**config.mk**
```make
export PLATFORM = sky130hd
export DESIGN_NAME = counter_responder
export DESIGN_NICKNAME = d
export VERILOG_FILES = /design/src/rtl/counter_responder.sv
export SDC_FILE = /design/constraint.sdc
export NUM_CORES = 1
export LEC_CHECK = 0
export BUFFER_PORTS_ARGS = -buffer_cell sky130_fd_sc_hd__buf_2
export CAP_MARGIN = 20
export CORE_MARGIN = 2
export CORE_UTILIZATION = 25
export DETAILED_ROUTE_END_ITERATION = 6
export RECOVER_POWER = 50
export SYNTH_ARGS = -nofsm -noshare
export SYNTH_HDL_FRONTEND = slang
export SYNTH_SLANG_ARGS = --single-unit
```
**constraint.sdc**
```tcl
create_clock -name clk -period 2.5 [get_ports clk]
set_input_delay 0 -clock clk [delete_from_list [all_inputs] [get_ports clk]]
set_output_delay 0 -clock clk [all_outputs]
set_load 0.01 [all_outputs]
```
**src/rtl/counter_responder.sv**
```systemverilog
// Four-counter event bank answering single-beat memory reads/writes with a 1-cycle response.
// Optional CNT_CLEAR_ON_READ_EN: a mapped read clears the selected counter.
//   state | meaning
//   IDLE  | waiting for mem_read/mem_write
//   RESP  | mem_resp asserted, new requests ignored
module counter_responder #(
  parameter logic [31:0] BASE_ADDR = 32'h0000_F000
) (
  input  logic        clk,
  input  logic        rst,
  input  logic        mem_read,
  input  logic        mem_write,
  input  logic [31:0] mem_address,
  input  logic [31:0] mem_wdata,
  input  logic [3:0]  evt,
  output logic [31:0] mem_rdata,
  output logic        mem_resp
);

  typedef enum logic {
    IDLE = 1'b0,
    RESP = 1'b1
  } state_e;

  state_e      state_q, state_d;
  logic [31:0] cnt_q [4];
  logic [31:0] cnt_d [4];
  logic [31:0] rdata_q, rdata_d;
  logic        sample;
  logic        hit;
  logic [1:0]  sel;
  logic        wr_take;
  logic        rd_take;
  logic        unused_addr_lsb;

  assign hit             = (mem_address[31:4] == BASE_ADDR[31:4]);
  assign sel             = mem_address[3:2];
  assign unused_addr_lsb = ^mem_address[1:0];

  always_ff @(posedge clk) begin
    if (rst) begin
      state_q <= IDLE;
    end else begin
      state_q <= state_d;
    end
  end

  always_comb begin
    state_d  = state_q;
    sample   = 1'b0;
    mem_resp = 1'b0;
    unique case (state_q)
      IDLE: begin
        if (mem_read || mem_write) begin
          state_d = RESP;
          sample  = 1'b1;
        end
      end
      RESP: begin
        state_d  = IDLE;
        mem_resp = 1'b1;
      end
      default: state_d = IDLE;
    endcase
  end

  // A simultaneous read+write is treated as a write only.
  assign wr_take = sample && mem_write;
  assign rd_take = sample && mem_read && !mem_write;

  always_comb begin
    for (int i = 0; i < 4; i++) begin
      cnt_d[i] = cnt_q[i] + {31'b0, evt[i]};
      if (wr_take && hit && (sel == 2'(i))) begin
        cnt_d[i] = mem_wdata;
      end
`ifdef CNT_CLEAR_ON_READ_EN
      else if (rd_take && hit && (sel == 2'(i))) begin
        cnt_d[i] = {31'b0, evt[i]};
      end
`endif
    end
  end

  always_comb begin
    rdata_d = rdata_q;
    if (rd_take) begin
      rdata_d = hit ? cnt_q[sel] : 32'h0;
    end
  end

  always_ff @(posedge clk) begin
    if (rst) begin
      for (int i = 0; i < 4; i++) begin
        cnt_q[i] <= 32'h0;
      end
      rdata_q <= 32'h0;
    end else begin
      for (int i = 0; i < 4; i++) begin
        cnt_q[i] <= cnt_d[i];
      end
      rdata_q <= rdata_d;
    end
  end

  assign mem_rdata = rdata_q;

endmodule
```
== Word level (Yosys, flattened, before mapping) ==
Memories as Yosys holds them, arrays and structs flattened.
Index checks and enable logic that the tools add are counted.

* Register bits: 33
* Input port bits: 72
* Bits in writable memories: 128
* Word-level logic and storage cells: 43
* Output and inout bits: 33
* Memories: 1

* Mux-type cells: 16
* Equal/unequal tests: 4
* $add $sub $neg: 4
* Bitwise logic cells: 5
* Reductions and logical operators: 11

{| class="wikitable"
|+ Memories
! name !! depth !! width !! read ports !! clocked after Yosys merged registers in !! write ports !! line !! RTL
|-
| cnt_q || 4 || 32 || 5 || 0 || 4 || 26 || <nowiki>logic [31:0] cnt_q [4];</nowiki>
|}

{| class="wikitable"
|+ Operator list
! kind !! count
|-
| $mux 32 || 9
|-
| $add 32x1->32 || 4
|-
| $eq 28x12->1 const B || 1
|-
| $logic_and 1x1->1 || 8
|-
| $mux 1 || 6
|-
| $eq 2x2->1 const B || 2
|-
| $or 1x1->1 || 4
|-
| $eq 2x1->1 const B || 1
|-
| $logic_not 2->1 || 1
|-
| $pmux 1 s2 || 1
|-
| $logic_not 1->1 || 1
|-
| $logic_or 1x1->1 || 1
|-
| $not 1->1 || 1
|}

== Logic depth before layout (Yosys ltp) ==
* Word-level depth: 8
* Depth in mapped cells: 8
* Depth with buffers taken out: 7

== Least setup slack after synthesis ==
Ideal clock, no wire load.

* Path type: register to register
* Start: mem cnt_q[1][0]
* End: mem cnt_q[1][28]
* Data required time: 2.419 ns
* Library setup time: 0.081 ns
* Cell stages (with the launch flop): 8
* Data arrival time: 1.863 ns
* Buffers on the path: 0
* Period minus slack after synthesis: 1.944 ns
* Slack: 0.556 ns
* Path through: dfxtp_1 > ha_1 > ha_1 > nand3_1 > nor4_4 > nand4_1 > xor2_1 > a211oi_2

{| class="wikitable"
|+ RTL lines
! item !! line
|-
| start: declaration || 26
|}

==> results.toml <==
[setup_path]
criticalPathCategory = "reg -> reg"
rrSetupSlack_ps = 200
cp_slowest_stage_delay_ps = 540
critPathLaunch = "state_q"
path_buf_inv = 1
timing.rr.end = "cnt_q[2][22]"
endpoint_kind = "flop"
cp-endpoint = "cnt_q[2][22]"
path_depth = 6
reg2reg_from = "state_q"
r2r.worst_path.cells = 6
cp.required_ps = 2770
worst-endpoint-arrival_ps = 2560
cp_cell_sequence = "nor2b_2, nand3b_1, or4_2, clkbuf_4, nor2_1, a211oi_2"
start_kind = "flop"
crit_family = "simple AND/OR/NAND/NOR gates"
slowest_stage = "or4_2"
cp_max_fo = 62

[timing]
hold_viol_final = 0
timing.final.crit_period_ps = 2300
period_share_pct = 91.8
tightest_slew_ps = 1470
slew_violations = 0
fin_setup_tns_ps = 0
skew_ps = 16.3
fmaxAchievable_mhz = 435
timing.hold.ws_ps = 165
setup_viol = 0
rsz0062_at_grt = "false"
maxSlewHeadroom_pct = 2.09

[final_layout]
post-route-util_pct = 30.3
layout-drive-gt1-share_pct = 24.7
syn_to_final_growth_pct = 19.1
final_nets = 1152
antenna_cells = 0
fillers = 3833

[logic_synthesis]
ys_seq_area_share_pct = 34.4
ys_ff_latch = 161
syn-num-nets = 1038
synth.distinct_cells = 37
synth_ff_type = "dfxtp_1"
yosys.area.top_type = "dfxtp_1"
synthTopCellsByArea = "dfxtp_1 (34%), a211oi_2 (16%), mux4_2 (7.7%)"
synth.most_common_cell = "nor2_1"
syn_inst = 958
avgSynthCellArea_um2 = 9.77
yosys-top-cells-count = "nor2_1 (179), dfxtp_1 (161), a211oi_2 (120)"
yosys_warnings = 0
synth_top_area_share_pct = 34.4
async_reset_ff_share_pct = 0
synth_area_um2 = 9360
synth_edf_count = 0

[drt]
wl_met1_um = 12400
detail_route.wl_per_cell_um = 17.7
drt_iter0_drc = 454
top_layer_used = "met4"
wirelength_um = 27500
num_vias = 7740
wl_met2_um = 13300
viasPerCell = 4.99
wl_met3_um = 990
antenna_left = 0
first_pass_iters = 5
drcViolationCount = 0

[power_and_ir_drop]
p_per_area_nw_per_um2 = 512
p_total_mw = 5.71
ir_drop_mv = 0.409
p_leak_nw = 3.77

[die]
row_count = 70
dieArea_um2 = 39000
fp.dieH_um = 198
die_w_um = 198
core_area_um2 = 36800
start_util_pct = 25.4
ioPinCount = 105

[cts]
cts_sinks = 161
cts_made_buffers = 17
postCtsSetupRepairBufs = 0
cts.path.max_buffers = 2
clk_latency_ps = 450
h-tree-depth = 4
ctsRootBufferMaster = "clkbuf_16"
cts.clk_slew.worst_paths_ps = 60
cts_tree = "built"

[place]
dp_hpwl_um = 19200
gp_congestion = 0.833
port_buffers = 102

[run]
maxCapViolCount = 0

[grt]
grt_pass1_wl_um = 44200
grt_use_total_pct = 14.6
grt_start_max_net_pins = 63
grt_pass1_vias = 7774
antenna_found_initial = 0
grt.overflow.total = 0

[outcome]
status = "finished clean"

[min_path]
min_path_type = "in -> reg"
-- layer usage --
layer	up-vias	track usage, %
li1	3751	-
met1	3784	18.6
met2	162	24.0
met3	43	2.58
met4	0	6.46
met5	-	0
-- how the worst min path moves through the flow --
| stage | from | slack (ps) | cells after the start | to |
|---|---|---|---|---|
| final | evt[1] | 160 | 5 | cnt_q[1][1] |
| after CTS | evt[1] | 160 | 5 | cnt_q[1][1] |
| after global routing | evt[1] | 220 | 5 | cnt_q[1][1] |
| after detailed placement | mem_read | 290 | 3 | state_q |
| after floorplan | mem_wdata[0] | 140 | 2 | cnt_q[0][0] |
| after global placement | mem_read | 280 | 3 | state_q |
-- cells in the final DEF, fill, tap and decap left out, types with 7 or more instances in the layout --
master	netlist	final
and2_1	9	9
dlygate4sd3_1	0	39
xnor2_1	52	52
xor2_1	68	68
a22oi_1	32	32
dfxtp_1	161	161
a211oi_2	120	99
buf_2	16	68
nor4_1	14	15
a211oi_1	0	21
and4_1	12	12
mux4_2	32	32
and3_1	22	22
clkbuf_16	0	17
nand4_1	44	44
nor2_1	179	179
mux2i_1	8	8
ha_1	8	8
buf_4	3	15
nand3_1	47	47
inv_1	7	7
nand2_1	32	32
nor3_1	20	20
clkbuf_1	32	33
-- report_power, final --
group          switching, mW  total [mW]  leakage, nW  internal [mW]
registers             0.0136        2.59         1.30           2.58
clock network           1.13        2.79        0.299           1.65
logic                  0.188       0.331         2.17          0.144
-- registers in the layout (all words and copies together) (netlist names) --
signal and flops:
cnt_q 128, mem_rdata 32, state_q 1
-- logic make-up (layout without fill, tap and decap cells) --
family	count (synthesis)	count (layout)	share of synthesized area (%)
xor+xnor	120	120	11.2
simple gates	400	400	21.4
mux	40	40	8.55
fa+ha+maj	8	8	1.07
buf+inv	77	203	4.70
flops	161	161	34.4
compound gates	152	152	18.6
-- final cells by class --
| cell class | count | area (um2) | share of cell area [%] |
|---|---|---|---|
| clock buffers | 20 | 467 | 4.19 |
| flip-flops and latches | 161 | 3220 | 28.9 |
| multi-input cells | 720 | 5590 | 50.2 |
| repair buffers | 165 | 1100 | 9.84 |
| inverters | 7 | 26.3 | 0.236 |
| well taps | 468 | 586 | 5.25 |
| clock inverters | 11 | 154 | 1.38 |
-- worst reg2reg max path, stage by stage (launching register included) --
cell	delay, ps
dfxtp_1	330
nor2b_2	180
nand3b_1	80
or4_2	540
clkbuf_4	500
nor2_1	410
a211oi_2	70
-- what timing repair did --
action | CTS | global route
hold endpoints to repair | 139 | 0
setup endpoints to repair | 0 | 1
gates resized for setup | 0 | 1
hold buffers | 39 | 0
-- per-stage QoR --
stage,instance area (um2),std cells,setup WS (ps)
2_1_floorplan,9360,958,556
3_3_place_gp,10300,1482,426
3_5_place_dp,10300,1482,366
4_1_cts,11300,1552,122
5_1_grt,11100,1552,53.5
6_report,11100,1552,204
No activity file was read; power rests on OpenSTA's default activity.
